$ cat config.mk
export PLATFORM = sky130hd
export DESIGN_NAME = gpio_in_debounce
export DESIGN_NICKNAME = d
export VERILOG_FILES = /design/src/rtl/gpio_debounce_bit.sv /design/src/rtl/gpio_in_debounce.sv
export SDC_FILE = /design/constraint.sdc
export NUM_CORES = 1
export LEC_CHECK = 0
export CAP_MARGIN = 20
export CELL_PAD_IN_SITES_DETAIL_PLACEMENT = 0
export CELL_PAD_IN_SITES_GLOBAL_PLACEMENT = 1
export CORE_MARGIN = 2
export CORE_UTILIZATION = 40
export DETAILED_ROUTE_END_ITERATION = 8
export HOLD_SLACK_MARGIN = 0.15
export PLACE_DENSITY_LB_ADDON = 0.1
export SYNTH_ARGS = -nofsm -noshare
export SYNTH_HDL_FRONTEND = slang
export SYNTH_SLANG_ARGS = --single-unit
$ cat constraint.sdc
create_clock -name aclk -period 5.6 [get_ports aclk]
set_input_delay 1.4 -clock aclk [delete_from_list [all_inputs] [get_ports aclk]]
set_output_delay 1.4 -clock aclk [all_outputs]
set_load 0.005 [all_outputs]
$ cat src/rtl/gpio_debounce_bit.sv
// Single-bit debouncer: stability counter advanced on shared sample ticks,
// registered debounced level and one-cycle rise/fall pulses.
module gpio_debounce_bit #(
  parameter int unsigned DEBOUNCE_COUNT = 4
) (
  input  logic aclk,
  input  logic arstn,
  input  logic enable,
  input  logic tick,
  input  logic sync_i,
  input  logic rst_val,
  output logic deb_o,
  output logic rise_o,
  output logic fall_o
);

  localparam int unsigned CntWidth = $clog2(DEBOUNCE_COUNT + 1);
  localparam logic [CntWidth-1:0] CntLast = CntWidth'(DEBOUNCE_COUNT - 1);

  logic [CntWidth-1:0] cnt_q, cnt_d;
  logic                deb_q, deb_d;
  logic                rise_q, rise_d;
  logic                fall_q, fall_d;

  always_comb begin
    cnt_d = cnt_q;
    deb_d = deb_q;
    if (!enable) begin
      cnt_d = '0;
      deb_d = sync_i;
    end else if (sync_i == deb_q) begin
      // Any return to the current level discards progress, tick or not.
      cnt_d = '0;
    end else if (tick) begin
      if (cnt_q == CntLast) begin
        deb_d = sync_i;
        cnt_d = '0;
      end else begin
        cnt_d = cnt_q + 1'b1;
      end
    end
    rise_d = deb_d & ~deb_q;
    fall_d = ~deb_d & deb_q;
  end

  always_ff @(posedge aclk or negedge arstn) begin
    if (!arstn) begin
      cnt_q  <= '0;
      deb_q  <= rst_val;
      rise_q <= 1'b0;
      fall_q <= 1'b0;
    end else begin
      cnt_q  <= cnt_d;
      deb_q  <= deb_d;
      rise_q <= rise_d;
      fall_q <= fall_d;
    end
  end

  assign deb_o  = deb_q;
  assign rise_o = rise_q;
  assign fall_o = fall_q;

endmodule

$ cat src/rtl/gpio_in_debounce.sv
// GPIO input conditioning: pad synchronizer, shared sample-tick prescaler and
// per-bit debouncers producing the level for gpio_io_i plus edge pulses.
module gpio_in_debounce #(
  parameter int unsigned           GPIO_WIDTH     = 32,
  parameter int unsigned           SYNC_STAGES    = 2,
  parameter int unsigned           PRESCALE       = 100,
  parameter int unsigned           DEBOUNCE_COUNT = 4,
  parameter logic [GPIO_WIDTH-1:0] RESET_VALUE    = '0
) (
  input  logic                  aclk,
  input  logic                  arstn,
  input  logic                  enable,
  input  logic [GPIO_WIDTH-1:0] gpio_raw_i,
  output logic [GPIO_WIDTH-1:0] gpio_deb_o,
  output logic [GPIO_WIDTH-1:0] gpio_rise_o,
  output logic [GPIO_WIDTH-1:0] gpio_fall_o,
  output logic                  tick_o
);

  localparam int unsigned PreWidth = (PRESCALE > 1) ? $clog2(PRESCALE) : 1;
  localparam logic [PreWidth-1:0] PreLast = PreWidth'(PRESCALE - 1);

  logic [GPIO_WIDTH-1:0] sync_q [SYNC_STAGES];
  logic [PreWidth-1:0]   pre_q, pre_d;
  logic                  tick;
  logic                  tick_q;

  always_ff @(posedge aclk or negedge arstn) begin
    if (!arstn) begin
      for (int i = 0; i < SYNC_STAGES; i++) sync_q[i] <= RESET_VALUE;
    end else begin
      sync_q[0] <= gpio_raw_i;
      for (int i = 1; i < SYNC_STAGES; i++) sync_q[i] <= sync_q[i-1];
    end
  end

  // Prescaler parks at 0 in bypass so re-enabling starts a fresh tick period.
  always_comb begin
    tick  = enable && (pre_q == PreLast);
    pre_d = pre_q;
    if (!enable || tick) begin
      pre_d = '0;
    end else begin
      pre_d = pre_q + 1'b1;
    end
  end

  always_ff @(posedge aclk or negedge arstn) begin
    if (!arstn) begin
      pre_q  <= '0;
      tick_q <= 1'b0;
    end else begin
      pre_q  <= pre_d;
      tick_q <= tick;
    end
  end

  assign tick_o = tick_q;

  for (genvar g = 0; g < GPIO_WIDTH; g++) begin : gen_bit
    gpio_debounce_bit #(
      .DEBOUNCE_COUNT(DEBOUNCE_COUNT)
    ) u_bit (
      .aclk   (aclk),
      .arstn  (arstn),
      .enable (enable),
      .tick   (tick),
      .sync_i (sync_q[SYNC_STAGES-1][g]),
      .rst_val(RESET_VALUE[g]),
      .deb_o  (gpio_deb_o[g]),
      .rise_o (gpio_rise_o[g]),
      .fall_o (gpio_fall_o[g])
    );
  end

endmodule

==> results of run 1 <==
-- per-stage QoR --
stage               area (um^2)  setup slack (ns)  instances
floorplan                 11200              3.04        948
global placement          12200              2.49       1323
detailed placement        12200              2.51       1323
CTS                       13300              2.66       1377
global route              13300              2.62       1377
finish                    13300              2.70       1377
-- power breakdown --
group	internal, uW	switching, uW	total, uW
Combinational	162	133	295
Sequential	1980	55.6	2040
Clock	1330	761	2090
Total	3470	950	4420
-- registers in the layout, summed over array words and instances, names as in the netlist --
name	cells
gen_bit.u_bit.deb_o	32
sync_q	64
pre_q	7
gen_bit.u_bit.fall_o	32
tick_o	1
gen_bit.u_bit.rise_o	32
gen_bit.u_bit.cnt_q	96
-- cells in the mapped netlist --
cell type / count
a21oi_1: 98
xor2_1: 34
or3_1: 2
buf_2: 4
clkbuf_1: 40
nor2_1: 6
nand2b_1: 32
nand4_1: 19
nand4b_1: 32
xnor2_1: 1
and3_1: 1
buf_4: 96
nor3b_1: 64
mux2_2: 18
nand2_1: 35
or4b_1: 1
o21ai_0: 66
nor4b_1: 1
ha_1: 33
buf_6: 3
nand3_1: 47
o21ai_1: 1
mux2_1: 14
o31a_1: 32
inv_1: 1
and2_1: 1
dfrtp_1: 264
buf_1: 2
-- cell usage in the layout, fill, tap and decap left out --
master             n
inv_1              1
nand4_1           19
xnor2_1            1
buf_4             12
nor4b_2            1
nor2_1             5
o21ai_1            1
o21ai_0           66
mux2_1            14
clkdlybuf4s50_1  129
bufinv_16          6
dfrtp_1          264
nand2_1           34
nand4b_1          32
buf_8              1
mux2_2            18
clkbuf_8           8
or3_1              2
xor2_1            34
nor3b_1           64
clkinvlp_4         1
o31a_1            32
and2_2             1
nand2_4            1
inv_6              1
a21oi_1           98
clkbuf_16         29
clkinv_2           4
or4b_4             1
and3_1             1
nand3_1           47
ha_1              33
nand2b_1          32
clkbuf_1           5
nor2_4             1
-- how the worst min path moves through the flow --
stage                           from    endpoint
after global routing      sync_q[37]   sync_q[5]
after floorplan           sync_q[32]   sync_q[0]
after detailed placement  sync_q[44]  sync_q[12]
after global placement    sync_q[51]  sync_q[19]
after CTS                 sync_q[44]  sync_q[12]
final                     sync_q[44]  sync_q[12]
-- layout make-up --
class                      instances  area (um^2)
tap                              378          473
timing repair buffer             142         1400
sequential                       264         6610
clock inverter                    12          216
clock buffer                      42          855
fill                            2507        14400
inverter                           1         3.75
multi-input combinational        538         3720
-- logic make-up after synthesis --
group	share of synthesized area, %
adder cells (fa/ha/maj)	3.67
buffers and inverters	8.33
multiplexers	3.21
flip-flops	58.8
AND/OR/NAND/NOR	13.5
AO/OA/AOI/OAI	9.84
XOR/XNOR	2.73
-- routing by layer --
| metal | routed length (um) | part of all wire (%) |
|---|---|---|
| met1 | 10200 | 47 |
| met2 | 10400 | 48 |
| met3 | 826 | 3.8 |
| met4 | 449 | 2.1 |
| met5 | 0 | 0 |
==> flow_summary.toml, run 1 <==
[floorplan]
floorplan.rows = 61
die_area_um2 = 29500
coreArea_um2 = 27700
dieWidth_um = 172
fp.dieH_um = 172
initial_utilization_pct = 40.6
io_pins = 132

[setup_path]
critPathKind = "reg2out"
r2r_cells = 4
worstPathCellList = "clkdlybuf4s50_1"
critPathMaxFanout = 5
crit_path_start = "gen_bit[23].u_bit.deb_o"
rrSetupSlack_ns = 3.02
crit_slowest_cell = "clkdlybuf4s50_1"
reg2reg_from = "pre_q[3]"
cp.required_ns = 4.20
critPathLaunchType = "flip-flop"
end_kind = "output port"
path_delay_family = "buffers and inverters"
cp.arrival_ns = 1.50
crit_buf_inv = 1
rr_endpoint = "gen_bit[15].u_bit.deb_o"
cp-endpoint = "gpio_deb_o[23]"
cp.depth = 1
max_stage_delay_ns = 0.53

[outcome]
status = "complete, no violations"

[timing]
worstMarginPinSlew_ns = 1.12
worst_clock_skew_ns = 0.0101
fin_crit_ns = 2.90
slew_headroom_pct = 25.2
tns_ns = 0
period_share_pct = 51.8
max_freq_mhz = 345
hold_ws_ns = 0.347
rsz0062_at_grt = "false"
hold_viol_final = 0
setup_viol = 0
finalMaxSlewViolations = 0

[drt]
ant_nets = 0
avgViaCountPerCell = 5.06
routed_wl_um = 21900
drt_pass1_iterations = 4
drtIter0Drc = 320
via_count = 6970
drcViolationCount = 0
wl_per_cell_um = 15.9

[power]
p_total_uw = 4420
vdd_drop_max_uv = 172
leakage_uw = 0.00563
powerDensity_nw_per_um2 = 333

[global_routing]
grt_max_degree = 82
grt_pass1_vias = 7140
met3_usage_pct = 2.78
busiest_layer = "met2"
grt_use_met1_pct = 20.8
grt_pass1_wl_um = 36700
antenna_found_initial = 0
use_met2_pct = 25.0
grt_overflow = 0
grt_usage_pct = 15.2

[clock_network]
cts_setup_buffers = 0
worstSkewPairLatency_ns = 0.54
cts-root-buf = "clkbuf_16"
cts.sinks = 264
cts_buffers = 29
htreeDepth = 1
cts_buffer_depth = 3
clk_pin_slew_ns = 0.06
cts_hold_buffers = 0
cts_resized = 0
cts_tree = "built"

[synthesis]
ys_seq_elements = 264
synth.distinct_cells = 28
syn-instance-count = 948
yosys.area.top_type = "dfrtp_1"
synth_area_leaders = "dfrtp_1, buf_4, a21oi_1, nor3b_1, ha_1"
seq_area_frac_synth_pct = 58.8
yosys_warnings = 0
synth_fp_nets = 1016
netlist_area_um2 = 11200
synth_top_area_share_pct = 58.8
syn_avg_cell_area_um2 = 11.9

[final_layout]
post-route-util_pct = 47.9
area_growth_pct = 18.1
num_antenna_cells = 0
drive_gt1_share_pct = 8.51
nets = 1044

[placement]
io_buffer_count = 131
dp_hpwl_um = 12800
gp_congestion = 0.714

[hold_path]
hp-class = "reg2reg"
hold_depth = 0

[job]
maxCapViolCount = 0
Note: power is estimated with default switching activity, not from simulation.
==> run 2: changes to the inputs <==
==> constraint.sdc (replaced) <==
create_clock -name aclk -period 2.7 [get_ports aclk]
set_input_delay 0.675 -clock aclk [delete_from_list [all_inputs] [get_ports aclk]]
set_output_delay 0.675 -clock aclk [all_outputs]
set_load 0.005 [all_outputs]
==> flow_summary.toml, run 2 (same netlist as run 1, synthesis figures left out) <==
[outcome]
status = "complete, no violations"

[global_routing]
grt_usage_pct = 15.0
grt_pass1_wl_um = 36200
grt_overflow = 0
grt_pass1_vias = 7099
grt_max_degree = 57
antenna_found_initial = 0

[final_layout]
top_register = "gen_bit.u_bit.cnt_q"
final_cell_area_um2 = 13400
top_regs = "gen_bit.u_bit.cnt_q (96), sync_q (64)"
mostFrequentLayoutCell = "dfrtp_1"
largest_reg_flops = 96
post-route-util_pct = 48.3
area_growth_pct = 19.0
nets = 1059
drive_gt1_share_pct = 9.29
mostFrequentLayoutCells = "dfrtp_1, clkdlybuf4s50_1, a21oi_1"
num_antenna_cells = 0
fillers = 2462

[floorplan]
io_pins = 132
floorplan.rows = 61
die_area_um2 = 29500
coreArea_um2 = 27700
fp.dieH_um = 172
initial_utilization_pct = 40.6
dieWidth_um = 172

[timing]
worst_clock_skew_ns = 0.00975
max_freq_mhz = 439
finalMaxSlewViolations = 0
period_share_pct = 84.4
fin_crit_ns = 2.28
rsz0062_at_grt = "false"
tns_ns = 0
hold_viol_final = 0
worstMarginPinSlew_ns = 0.512
slew_headroom_pct = 65.6
setup_viol = 0

[clock_network]
cts_resized = 0
cts-root-buf = "clkbuf_16"
cts.sinks = 264
cts_tree = "built"
htreeDepth = 1
clk_pin_slew_ns = 0.06
cts_buffer_depth = 3
worstSkewPairLatency_ns = 0.54
cts_setup_buffers = 0
cts_hold_buffers = 1
cts_buffers = 29

[setup_path]
crit_buf_inv = 1
critPathMaxFanout = 28
end_kind = "flip-flop"
critPathKind = "reg2reg"
cp.arrival_ns = 2.70
max_stage_delay_ns = 0.72
cp.required_ns = 3.12
path_delay_family = "simple AND/OR/NAND/NOR gates"
crit_slowest_cell = "or4b_4"
worstPathCellList = "or4b_4 > buf_4 > o31a_1 > mux2_1"
critPathLaunchType = "flip-flop"

[drt]
via_count = 7072
drcViolationCount = 0
wl_per_cell_um = 15.7
avgViaCountPerCell = 5.09
routed_wl_um = 21900
ant_nets = 0
drtIter0Drc = 393
drt_pass1_iterations = 4

[power]
leakage_uw = 0.00569
vdd_drop_max_uv = 472
powerDensity_nw_per_um2 = 658

[job]
maxCapViolCount = 0

[placement]
io_buffer_count = 131
dp_hpwl_um = 13700
dpl_cell_area_um2 = 12400
gp_congestion = 0.731

[hold_path]
hp-class = "reg2reg"
run 2: cell types whose count changed in the layout (fill, tap and decap cells not counted), sizes merged:
cell / change
clkinv: +2
dlygate4sd3: +1
bufinv: -3
clkinvlp: -1
buf: +14
run 2: routing by layer:
metal / vias to the layer above / share of wire (%) / global-route usage (%)
li1: 3349 / - / -
met1: 3568 / 46 / 20.2
met2: 122 / 48 / 25.3
met4: 0 / 2.4 / 4.16
met5: - / 0 / 0
met3: 33 / 3.7 / 2.35
run 2: area by class of cell:
class / instances / area (um^2) / area share [%]
sequential: 264 / 6610 / 49.4
tap: 378 / 473 / 3.54
inverter: 1 / 3.75 / 0.0281
clock buffer: 42 / 825 / 6.17
multi-input combinational: 538 / 3720 / 27.9
clock inverter: 10 / 129 / 0.964
timing repair buffer: 157 / 1610 / 12.1
run 2: power breakdown:
part	switching, uW	internal (uW)	total [uW]
Combinational	284	355	639
Sequential	116	4110	4220
Clock	1550	2390	3940
run 2: path summary, 6_finish.rpt:
check	from	cells past startpoint	slack, ns	endpoint
worst max-delay path	pre_q[3]	4	0.42	gen_bit[1].u_bit.deb_o
worst min-delay path	sync_q[39]	0	0.35	sync_q[7]
worst max register to register	pre_q[3]	4	0.42	gen_bit[1].u_bit.deb_o
worst min register to register	sync_q[39]	0	0.35	sync_q[7]
max in group asynchronous	arstn	3	1.40	gen_bit[28].u_bit.rise_o
min in group asynchronous	arstn	2	0.67	gen_bit[1].u_bit.fall_o
run 2: stage by stage:
stage	hold slack (ns)	setup WS (ns)	power [uW]	std cells
5_1_grt	0.350	0.351	9190	1390
2_1_floorplan	0.331	0.636	4640	948
3_5_place_dp	0.336	0.428	4950	1337
4_1_cts	0.349	0.411	8970	1390
6_report	0.346	0.420	8800	1390
3_3_place_gp	0.331	0.462	4950	1337
